`config.mk`:
```
export PLATFORM = sky130hd
export DESIGN_NAME = divisor_secuencial
export DESIGN_NICKNAME = d
export VERILOG_FILES = /design/src/rtl/divisor_secuencial_pkg.sv /design/src/rtl/divisor_secuencial_paso_restador.sv /design/src/rtl/divisor_secuencial.sv
export SDC_FILE = /design/constraint.sdc
export NUM_CORES = 1
export LEC_CHECK = 0
export ABC_AREA = 1
export CAP_MARGIN = 20
export CORE_AREA = 4 4 146 148
export CTS_CLUSTER_DIAMETER = 200
export DETAILED_ROUTE_END_ITERATION = 8
export DIE_AREA = 0 0 150 152
export HOLD_SLACK_MARGIN = 0.05
export PLACE_DENSITY = 0.74
export REMOVE_ABC_BUFFERS = 1
export SETUP_SLACK_MARGIN = 0.3
export SYNTH_ARGS = -nofsm -noshare
export SYNTH_HDL_FRONTEND = slang
export SYNTH_HIERARCHICAL = 1
export SYNTH_SLANG_ARGS = --single-unit
```
`constraint.sdc`:
```
create_clock -name clk -period 7.6 [get_ports clk]
set_input_delay 1.52 -clock clk [delete_from_list [all_inputs] [get_ports clk]]
set_output_delay 1.52 -clock clk [all_outputs]
set_load 0.01 [all_outputs]
```
`src/rtl/divisor_secuencial_pkg.sv`:
```
// Shared types and constants for the sequential restoring divider.
package divisor_pkg;
    localparam int DIV_N = 32;

    typedef enum logic [1:0] {
        REPOSO  = 2'd0,
        CALCULO = 2'd1,
        FIN     = 2'd2
    } estado_div_t;
endpackage

```
`src/rtl/divisor_secuencial_paso_restador.sv`:
```
// One restoring-division step: shift in a dividend bit, trial-subtract the
// divisor, keep the difference only when it does not go negative.
module paso_restador #(
    parameter int N = 32
) (
    input  logic [N-1:0] rem,
    input  logic [N-1:0] divisor,
    input  logic         bit_in,
    output logic [N-1:0] rem_nuevo,
    output logic         bit_q
);
    logic [N:0]   desp;
    logic [N+1:0] dif;
    logic         unused_dif;

    // One guard bit above the shifted remainder so the borrow is visible.
    assign desp       = {rem, bit_in};
    assign dif        = {1'b0, desp} - {2'b00, divisor};
    assign bit_q      = ~dif[N+1];
    assign rem_nuevo  = bit_q ? dif[N-1:0] : desp[N-1:0];
    assign unused_dif = dif[N];
endmodule

```
`src/rtl/divisor_secuencial.sv`:
```
// Multi-cycle restoring divider, one quotient bit per cycle, fixed N+1 latency.
// Signed operation is compiled in only when DIV_SIGNED_EN is defined.
module divisor_secuencial
    import divisor_pkg::*;
#(
    parameter int N  = DIV_N,
    parameter int CW = $clog2(N+1)
) (
    input  logic         clk,
    input  logic         rst,
    input  logic         inicio,
    input  logic         con_signo,
    input  logic [N-1:0] dividendo,
    input  logic [N-1:0] divisor,
    output logic         ocupado,
    output logic         valido,
    output logic [N-1:0] cociente,
    output logic [N-1:0] residuo,
    output logic         div_cero
);
    estado_div_t   estado, estado_sig;
    logic [N-1:0]  rem, quo, dsr, rem_paso, quo_paso;
    logic [N-1:0]  dvd_mag, dsr_mag, coc_fin, res_fin;
    logic [CW-1:0] cnt;
    logic          q_bit, ultimo;

    paso_restador #(.N(N)) u_paso (
        .rem       (rem),
        .divisor   (dsr),
        .bit_in    (quo[N-1]),
        .rem_nuevo (rem_paso),
        .bit_q     (q_bit)
    );

    assign quo_paso = {quo[N-2:0], q_bit};
    assign ultimo   = (cnt == CW'(1));

`ifdef DIV_SIGNED_EN
    logic neg_q, neg_r;

    assign dvd_mag = (con_signo && dividendo[N-1]) ? -dividendo : dividendo;
    assign dsr_mag = (con_signo && divisor[N-1])   ? -divisor   : divisor;
    assign coc_fin = neg_q ? -quo_paso : quo_paso;
    assign res_fin = neg_r ? -rem_paso : rem_paso;

    // Divide-by-zero keeps the all-ones quotient, so no negation then.
    always_ff @(posedge clk or posedge rst) begin
        if (rst) begin
            neg_q <= 1'b0;
            neg_r <= 1'b0;
        end else if (estado == REPOSO && inicio) begin
            neg_q <= con_signo && (dividendo[N-1] ^ divisor[N-1]) && (divisor != '0);
            neg_r <= con_signo && dividendo[N-1];
        end
    end
`else
    logic unused_con_signo;

    assign unused_con_signo = con_signo;
    assign dvd_mag = dividendo;
    assign dsr_mag = divisor;
    assign coc_fin = quo_paso;
    assign res_fin = rem_paso;
`endif

    always_ff @(posedge clk or posedge rst) begin
        if (rst) estado <= REPOSO;
        else     estado <= estado_sig;
    end

    always_comb begin
        estado_sig = estado;
        case (estado)
            REPOSO:  if (inicio) estado_sig = CALCULO;
            CALCULO: if (ultimo) estado_sig = FIN;
            FIN:     estado_sig = REPOSO;
            default: estado_sig = REPOSO;
        endcase
    end

    assign ocupado = (estado != REPOSO);
    assign valido  = (estado == FIN);

    // Results are registered on the last step so they are stable during FIN.
    always_ff @(posedge clk or posedge rst) begin
        if (rst) begin
            rem      <= '0;
            quo      <= '0;
            dsr      <= '0;
            cnt      <= '0;
            cociente <= '0;
            residuo  <= '0;
            div_cero <= 1'b0;
        end else begin
            case (estado)
                REPOSO: if (inicio) begin
                    rem <= '0;
                    quo <= dvd_mag;
                    dsr <= dsr_mag;
                    cnt <= CW'(N);
                end
                CALCULO: begin
                    rem <= rem_paso;
                    quo <= quo_paso;
                    cnt <= cnt - CW'(1);
                    if (ultimo) begin
                        cociente <= coc_fin;
                        residuo  <= res_fin;
                        div_cero <= (dsr == '0);
                    end
                end
                default: ;
            endcase
        end
    end
endmodule
```
# ---- After elaboration in Yosys (flattened, before gate mapping)
# Cells that the tools add are included.
dict set report word_totals {
  register_bits 169
  wordCells 34
  input_bits 68
  out_inout_bits 67
}
dict set report classes {
  bitwise_logic 1
  mux 10
  n_eq_ne 5
  addsub 2
  n_reduce_logical 8
}
# operator count
set op_table {}
lappend op_table {{$pmux W32 S2} 2}
lappend op_table {{$mux W32} 3}
lappend op_table {{$sub A33 B32 Y34} 1}
lappend op_table {{$logic_not A32 Y1} 1}
lappend op_table {{$pmux W6 S2} 1}
lappend op_table {{$reduce_and A2 Y1} 4}
lappend op_table {{$eq A6 B1 Y1 const B} 1}
lappend op_table {{$mux W6} 1}
lappend op_table {{$sub A6 B1 Y6 const B} 1}
lappend op_table {{$mux W2} 2}
lappend op_table {{$ne A2 B2 Y1 const B} 2}
lappend op_table {{$pmux W2 S2} 1}
lappend op_table {{$reduce_bool A2 Y1} 2}
lappend op_table {{$eq A2 B1 Y1 const B} 1}
lappend op_table {{$eq A2 B2 Y1 const B} 1}
lappend op_table {{$logic_not A2 Y1} 1}
lappend op_table {{$not A1 Y1} 1}

# ---- Depth between registers and ports, before layout
dict set report logic_depth {
  ltp_word 3
  ltp_mapped 18
  ltp_nobuf 17
}

# ---- Cells and area by module
# Netlist, hierarchy kept.
# mod seq_area_each_um2 area_per_inst_um2 cells_per_inst n_inst
set by_module_without_submodules {}
lappend by_module_without_submodules {divisor_secuencial 4229.1 6742.7 640 1}
lappend by_module_without_submodules {paso_restador 0.0 3099.2 638 1}

# ---- Least setup slack after synthesis
# Ideal clock, no wire load.
dict set report synth_timing {
  kind {register -> output}
  startpoint {register estado[0]}
  endpoint {output port ocupado}
  arrival_time_ns 0.870
  n_path_buf 1
  path_stages_with_launch 4
  slack_ns 5.210
  cell_sequence {dfrtp_1 > inv_2 > clkbuf_1 > nand2_1}
}
dict set report synth_via {
  elab_chain_cells 1
}
# element line
set synth_rtl {}
lappend synth_rtl {{start, declared} divisor_secuencial.sv:21} ;# estado_div_t estado, estado_sig;
lappend synth_rtl {{start signal, assigned} divisor_secuencial.sv:68} ;# else estado <= estado_sig;
lappend synth_rtl {{$reduce_bool A2 Y1} divisor_secuencial.sv:81} ;# assign ocupado = (estado != REPOSO);
lappend synth_rtl {{end, declared} divisor_secuencial.sv:15} ;# output logic ocupado,
# Every way passes these cells.

# ---- Worst setup path after layout
dict set report layout_timing {
  startpoint {input port inicio}
  endpoint {register rem[9]}
}
dict set report layout_via {
  elab_chain_cells 2
}
# element line
set layout_rtl {}
lappend layout_rtl {{start, declared} divisor_secuencial.sv:11} ;# input logic inicio,
lappend layout_rtl {{$ne A2 B2 Y1 (no source line)} --}
lappend layout_rtl {{$reduce_and A2 Y1 (no source line)} --}
lappend layout_rtl {{end signal, assigned} divisor_secuencial.sv:103} ;# rem <= rem_paso;
lappend layout_rtl {{end, declared} divisor_secuencial.sv:22} ;# logic [N-1:0] rem, quo, dsr, rem_paso, quo_paso;
# Every way passes these cells.
# A chain may end at the register's enable or synchronous reset.

==> flow_metrics.py <==
metrics = {
    "cts": {
        "cts_tree": "yes",
        "cts_buffer_depth": 2,
        "clk-insertion-delay-late_ns": 0.43,
        "numCtsBuffers": 17,
        "clk_pin_slew_worst_paths_ns": 0.07,
        "cts_root_buf": "clkbuf_16",
        "ctsResizeCount": 0,
        "ctsHoldBuffers": 0,
        "cts_sinks": 169,
        "htreeDepth": 4,
        "post_cts_buffers": 0,
    },
    "floorplan": {
        "rows": 52,
        "core_sq_um": 20000,
        "boundaryPins": 135,
        "dieWidth_microns": 150,
        "fp.dieH_microns": 152,
        "start_util": 0.491,
        "die_area_sq_um": 22800,
    },
    "routing": {
        "drc_errors": 0,
        "post_drt_wl_per_cell_microns": 14.7,
        "num_vias": 8347,
        "drt_iter0_drc": 536,
        "firstDrtPassIters": 6,
        "totalWireLength_microns": 24600,
        "vias_per_cell": 5.00,
        "ant_nets": 0,
    },
    "finish": {
        "multi_input_area_sq_um": 4480,
        "antenna_cells": 0,
        "drive_gt1_frac": 0.0715,
        "final_nets": 1490,
        "regArea_sq_um": 4230,
        "fill_cells": 1900,
        "final_area_sq_um": 11800,
        "area_delta_synth_final_pct": 20.2,
    },
    "sta": {
        "maxSlewViolCount": 0,
        "period_share": 0.468,
        "tightest_slew_ns": 0.928,
        "fin_crit_ns": 3.55,
        "setup_tns_ns": 0,
        "relSlewSlack": 0.382,
        "holdWs_ns": 0.484,
        "hold_viol": 0,
        "setup_ws_ns": 4.05,
        "max_clock_freq_ghz": 0.281,
        "finalClockSkew_ns": 0.0108,
        "rsz0062_at_grt": "no",
        "setup_viol": 0,
    },
    "grt": {
        "grt_usage": 0.223,
        "grt_pass1_wl_microns": 41600,
        "grt_pass1_vias": 8440,
        "grt.overflow.total": 0,
        "antenna_found_initial": 0,
        "grt_max_degree": 105,
    },
    "yosys": {
        "synth_cells": 1278,
        "synthArstFlopShare": 1.00,
        "ys.flop_type": "dfrtp_1",
        "synth_enable_flop_cells": 0,
        "synth.distinct_cells": 35,
        "ys_seq_area_frac": 0.430,
        "syn_area_sq_um": 9840,
        "yosys_warnings": 6,
        "avgSynthCellArea_sq_um": 7.70,
        "ys_seq_elements": 169,
    },
    "critical_path": {
        "crit_type": "input port to register",
        "worstPathRequired_ns": 7.94,
        "path_max_fanout": 40,
        "critPathLaunchType": "input port",
        "crit_arrival_ns": 3.89,
        "cp-end-kind": "register",
    },
    "power_and_ir_drop": {
        "p_leak_nw": 6.07,
        "vdd_drop_max_mv": 0.194,
        "power_density_nw_per_um2": 521,
        "p_clk_frac": 0.136,
        "p_switching_mw": 2.98,
        "intPower_mw": 3.18,
        "power_frac_comb": 0.605,
        "switching_share": 0.484,
        "pwr-share-seq": 0.259,
    },
    "placed_design": {
        "io_buffers": 133,
        "globalplace.congestion": 0.898,
        "dp.final_hpwl_microns": 17300,
        "dp_slack_ns": 3.61,
        "dpl_cell_area_sq_um": 11300,
    },
    "job": {
        "maxCapViolations": 0,
    },
    "outcome": {
        "status": "finished clean",
    },
    "min_path": {
        "hp-class": "register to register",
    },
}
[layout by cell type, fill, tap and decap left out, drive strengths merged]
master / netlist / routed
a21oi: 20 / 20
and2: 9 / 9
and3: 1 / 1
buf: 38 / 7
clkbuf: 12 / 17
clkdlybuf4s50: 0 / 133
clkinv: 0 / 4
clkinvlp: 0 / 3
dfrtp: 169 / 169
fa: 1 / 1
ha: 34 / 34
inv: 221 / 228
mux2: 32 / 32
nand2: 394 / 394
nand3: 76 / 76
nand3b: 7 / 7
nand4: 37 / 37
nor2: 70 / 70
nor3: 5 / 5
nor3b: 1 / 1
o21ai: 102 / 102
o21bai: 1 / 1
o221ai: 32 / 32
o22ai: 1 / 1
xor2: 15 / 15
[area by class of cell]
class,count,area share
clock buffers,17,0.0360
repair buffers,140,0.117
flip-flops and latches,169,0.358
well taps,270,0.0286
clock inverters,14,0.0114
multi-input cells,838,0.379
inverters,221,0.0706
[worst paths after layout]
path | startpoint | to | slack, ns | cells after the start
setup / recovery | inicio | rem[9]$_DFFE_PP0P_ | 4.05 | 9
hold / removal | div_cero$_DFFE_PP0P_ | div_cero$_DFFE_PP0P_ | 0.48 | 2
setup reg to reg | dsr[19]$_DFFE_PP0P_ | rem[17]$_DFFE_PP0P_ | 4.77 | 15
hold reg to reg | div_cero$_DFFE_PP0P_ | div_cero$_DFFE_PP0P_ | 0.48 | 2
max in group asynchronous | rst | cnt[0]$_DFFE_PP0P_ | 4.55 | 3
min in group asynchronous | rst | residuo[18]$_DFFE_PP0P_ | 1.67 | 2
[Yosys cell counts, types with 15 or more instances]
| cell type | instances | share of area |
|---|---|---|
| buf_2 | 24 | 0.012 |
| nand2_1 | 388 | 0.15 |
| nand3_1 | 64 | 0.033 |
| inv_1 | 216 | 0.082 |
| mux2_2 | 29 | 0.033 |
| xor2_1 | 15 | 0.013 |
| nor2_1 | 66 | 0.025 |
| ha_1 | 34 | 0.043 |
| o21ai_1 | 68 | 0.035 |
| a21oi_1 | 19 | 0.0097 |
| o221ai_1 | 32 | 0.028 |
| nand4_1 | 37 | 0.024 |
| o21ai_0 | 34 | 0.017 |
| dfrtp_1 | 169 | 0.43 |
[routing by layer]
metal	vias up	routed length [microns]	GRT usage	share of wire
li1	4280	-	-	-
met1	3870	11400	0.301	0.46
met2	173	11300	0.355	0.46
met3	24	1540	0.0640	0.063
met4	0	361	0.0601	0.015
met5	-	0	0	0
[kinds of logic (layout without fill, tap and decap cells)]
logic type | after synthesis | after routing | share of synthesized area
multiplexers | 32 | 32 | 0.0378
adder cells (fa/ha/maj) | 35 | 35 | 0.0453
buffers and inverters | 271 | 392 | 0.116
AND/OR/NAND/NOR | 600 | 600 | 0.265
AO/OA/AOI/OAI | 156 | 156 | 0.0923
flip-flops | 169 | 169 | 0.430
XOR/XNOR | 15 | 15 | 0.0133
[registers in the layout, summed over array words and instances (netlist names)]
| signal | count |
|---|---|
| estado | 2 |
| cociente | 32 |
| rem | 32 |
| residuo | 32 |
| div_cero | 1 |
| dsr | 32 |
| quo | 32 |
| cnt | 6 |
[critical path: stages]
cell	delay, ns
clkdlybuf4s50_1	0.39
buf_4	0.23
nand3_2	0.11
buf_4	0.49
nand2_1	0.10
buf_4	0.27
inv_2	0.52
nand2_1	0.12
o21ai_0	0.12
[per-stage QoR]
stage / instances / utilization / total power [mW]
6_report: 1669 / 0.590 / 6.17
3_5_place_dp: 1638 / 0.562 / 5.33
5_1_grt: 1669 / 0.590 / 6.82
2_1_floorplan: 1228 / - / 4.20
4_1_cts: 1669 / 0.590 / 6.21
3_3_place_gp: 1638 / 0.562 / 5.25
[power by group through the flow]
stage | logic (mW) | registers (mW) | clock network (mW)
floorplan | 2.60 | 1.61 | 0
global placement | 3.65 | 1.60 | 0
detailed placement | 3.73 | 1.60 | 0
CTS | 3.75 | 1.60 | 0.856
global route | 4.27 | 1.65 | 0.899
finish | 3.73 | 1.60 | 0.839
(Power assumes the default switching activity.)
==> RTL edit 1, RTL diff (same flow settings) <==
Register the output `residuo` once more, with the module's reset; this adds one clock of latency there. The other outputs are not delayed to match.
--- a/src/rtl/divisor_secuencial.sv
+++ b/src/rtl/divisor_secuencial.sv
@@ -18,6 +18,8 @@
     output logic [N-1:0] residuo,
     output logic         div_cero
 );
+
+    logic [N-1:0] residuo_s0;
     estado_div_t   estado, estado_sig;
     logic [N-1:0]  rem, quo, dsr, rem_paso, quo_paso;
     logic [N-1:0]  dvd_mag, dsr_mag, coc_fin, res_fin;
@@ -89,7 +91,7 @@
             dsr      <= '0;
             cnt      <= '0;
             cociente <= '0;
-            residuo  <= '0;
+            residuo_s0 <= '0;
             div_cero <= 1'b0;
         end else begin
             case (estado)
@@ -105,7 +107,7 @@
                     cnt <= cnt - CW'(1);
                     if (ultimo) begin
                         cociente <= coc_fin;
-                        residuo  <= res_fin;
+                        residuo_s0 <= res_fin;
                         div_cero <= (dsr == '0);
                     end
                 end
@@ -113,4 +115,12 @@
             endcase
         end
     end
+    always_ff @(posedge clk or posedge rst) begin
+        if (rst) begin
+            residuo <= '0;
+        end else begin
+            residuo <= residuo_s0;
+        end
+    end
+
 endmodule
Formal check against the unedited RTL: same outputs for any inputs over 10 cycles, from zero or initial values and one cycle with rst high; that may be too few to reach the edited logic, so the function may still have changed.
==> RTL edit 1 against the original RTL <==
Setup slack worse by 260 ps. Sequential cell count is 32 higher. Sequential power is 15% higher. Combinational power is 2% lower. Synthesized area is 8.1% higher. Routed wire length is 2.8% higher. Final area is 8.4% higher. Total power is 7.3% higher.
==> RTL edit 1: results (changes against the original RTL) <==
status finished, final reports clean; gr usage total 22.3% (about the same); 1st-pass router iterations 5 (-1); Crit path arrival time 4140 ps (+250 ps); met2 wire length 12.0 mm (+6.6%); total CTS buffers 22 (+5); xor and xnor area share after synthesis 1.23% (-0.10 points); met2 Track Usage GR 37.6% (+2.1 points); Clock Latency Late Sink 500 ps (+70 ps); Final nets 1521 (+2.1%); Hold Path Depth 0 (-2); DRT met1 WL 11.1 mm (-2.7%); first-pass GRT wire length 42.4 mm (+2.0%); GRT met1 Usage 29.4% (-0.67 points); Synth area leaders dfrtp_1 (47%), nand2_1 (14%), inv_1 (7.6%); number of distinct library cells after synthesis 39 (+11%); H-tree levels 1 (-3); met3 Use GR 5.75% (-0.66 points); clock-net power 1.10 mW (+31%); pin count of the biggest net entering global routing 137 (+30%); Adder-Cell Fraction of Synth Area 4.18% (-0.34 points); mean area per synthesized cell 8.15 um2 (+5.8%); reg2reg path depth 14 (-1); Post-synth top cells nand2_1 (385), inv_1 (216), dfrtp_1 (201), nand3_1 (64); share of cells above drive strength 1 7.18% (+0.035 points); Clock Path Buffers 3 (+1); Int Power 3.62 mW (+14%); Worst-Margin Slew 899 ps (-28.3 ps); LEAKAGE 6.49 nW (+7.0%); routed wl met3 1.79 mm (+16%); sequential cell power 1.84 mW (+15%); R2R Path Start dsr[20]; CP endpoint quo[31]; compound-gate portion of the synthesized area 8.64% (-0.59 points); Seq pwr share 27.9% (+2.0 points); PostCTS Resize Cnt 0 (unchanged); Final Critical Period 3810 ps (+256 ps); RePlAce Congestion 0.954 (+6.2%); Hold Path End residuo[16]; Reg2Reg Setup Slack 4440 ps (-330 ps); Via density 5.10 (+2.0%); mean routed wirelength per cell 14.8 um (+0.70%); post-DP HPWL 17.4 mm (+0.54%); Initial DRC Count 475 (-11%); post-synthesis mux area share 3.49% (-0.28 points); maximum VDD drop 0.246 mV (+27%); hold slack final 372 ps (-112 ps); via count 8693 (+4.1%)
[RTL edit 1: cell count changes after synthesis, moves of 3 or more]
cell      before  now
dfrtp_1      169  201
o21ai_1       68   63
clkbuf_1      12   16
o21ai_0       34   38
buf_6          9    6
nand2_1      388  385
nor2_1        66   63
[RTL edit 1: area by class of cell]
cell class / instances / area (um2)
Tap cell: 270 / 338
Clock inverter: 6 / 80.1
Fill cell: 1810 / 7220
Multi-Input combinational cell: 834 / 4490
Sequential cell: 201 / 5030
Clock buffer: 34 / 677
Inverter: 221 / 837
Timing Repair Buffer: 138 / 1370
[RTL edit 1: cells by family after synthesis]
family / after synthesis
buffers and inverters: 271
adder cells (fa/ha/maj): 35
AO/OA/AOI/OAI: 157
AND/OR/NAND/NOR: 595
XOR/XNOR: 15
multiplexers: 32
flip-flops: 201
[RTL edit 1: worst max-delay path, stage by stage]
cell and delay (ps):
clkdlybuf4s50_1 450, buf_4 310, nand3_4 540, nand2_4 580, inv_2 390, nand2_1 150, o221ai_1 120
==> RTL edit 2, RTL diff (same flow settings) <==
Without the edit above. Change the package constant `DIV_N` from 32 to 16.
--- a/src/rtl/divisor_secuencial_pkg.sv
+++ b/src/rtl/divisor_secuencial_pkg.sv
@@ -1,6 +1,6 @@
 // Shared types and constants for the sequential restoring divider.
 package divisor_pkg;
-    localparam int DIV_N = 32;
+    localparam int DIV_N = 16;
 
     typedef enum logic [1:0] {
         REPOSO  = 2'd0,
Interface: changed (resized cociente, dividendo, divisor and residuo); port bits go from 135 to 71. No check against the original RTL was run, so the function may have changed too.
==> RTL edit 2 against the original RTL <==
Die area unchanged. Routed wire length decreased by 50%. Sequential power decreased by 45%. Highest routed layer unchanged. Non-clock buffer count decreased by 67. Setup slack improved by 230 ps. Final area decreased by 48%. Sequential cell count decreased by 81. Synthesized area decreased by 51%. Total power decreased by 48%.
==> RTL edit 2: results (changes against the original RTL) <==
status finished, final reports clean; Clock Latency Late Sink 350 ps (-80 ps); Initial DRC Count 214 (-60%); maximum VDD drop 0.194 mV (-0.15%); Crit path arrival time 3530 ps (-360 ps); H-tree levels 3 (-1); DRT met1 WL 5.68 mm (-50%); post-DP HPWL 8.87 mm (-49%); number of distinct library cells after synthesis 33 (-5.7%); clk_skew 10.4 ps (-0.387 ps); met2 Track Usage GR 17.7% (-18 points); met3 Use GR 2.98% (-3.4 points); compound-gate portion of the synthesized area 5.32% (-3.9 points); clock buffer count 9 (-8); fraction of area in multi-input gates 36.6% (-1.3 points); DP Area 5790 um2 (-49%); pre-CTS setup slack 3920 ps (+311 ps); via count 4220 (-49%); Data buffer area share 12.1% (+0.37 points); Non-Filler Instances 996 (-40%); routed wl met3 758 um (-51%); gr usage total 11.1% (-11 points); GRT met1 Usage 15.0% (-15 points); synthesized flop and latch total 88 (-48%); pin count of the biggest net entering global routing 89 (-15%); critical path's top delay family simple AND/OR/NAND/NOR gates; Synth area leaders dfrtp_1 (45%), nand2_1 (22%), inv_1 (5.7%); ClkCell Share 5.08% (+0.34 points); CP max stage delay 620 ps (+100 ps); share of cells above drive strength 1 6.75% (-0.40 points); met2 wire length 5.75 mm (-49%); LEAKAGE 3.10 nW (-49%); Adder-Cell Fraction of Synth Area 5.04% (+0.51 points); final WL 12.3 mm (-50%); Seq area share 35.9% (+0.14 points); xor and xnor area share after synthesis 1.08% (-0.26 points); sequential fraction of the synthesis area 45.2% (+2.3 points); Non-clock inverters 79 (-64%); PwrDens 524 nW/um2 (+0.44%); Worst-Margin Slew 850 ps (-77.4 ps); Worst path slowest cell nand3_1; Post-synth top cells nand2_1 (288), dfrtp_1 (88), inv_1 (74), nand3_1 (49), nor2_1 (26); dpl cells 979 (-40%); vias in the first global route 4312 (-49%); Post-Syn Instances 657 (-49%); first-pass GRT wire length 20.9 mm (-50%); IO Port Bufs 69 (-48%); post-synthesis mux area share 0% (-3.8 points); Crit Path Max Fanout 32 (-20%); Signal buffers 73 (-48%); Final nets 776 (-48%)
==> RTL edit 2: changes by cell type after synthesis, sizes merged, moves of 32 or more <==
| cell | unedited run | this run |
|---|---|---|
| nand4 | 37 | 5 |
| nor2 | 70 | 34 |
| mux2 | 32 | 0 |
| o21ai | 102 | 39 |
| dfrtp | 169 | 88 |
| inv | 221 | 79 |
| nand2 | 394 | 294 |
| o221ai | 32 | 0 |
==> RTL edit 2: power by group <==
part / internal [mW] / switching (mW) / total, mW
Combinational: 0.722 / 1.14 / 1.86
Sequential: 0.711 / 0.176 / 0.886
Clock: 0.262 / 0.200 / 0.463
Total: 1.70 / 1.52 / 3.21
==> RTL edit 2: worst paths after layout <==
check	from	endpoint	slack [ps]	cells after the start
hold reg to reg	cociente[5]	cociente[5]	470	2
setup / recovery	inicio	rem[5]	4270	6
max in group asynchronous	rst	rem[1]	5450	4
setup reg to reg	estado[0]	residuo[5]	5240	6
min in group asynchronous	rst	residuo[7]	1520	3
hold / removal	cociente[5]	cociente[5]	470	2
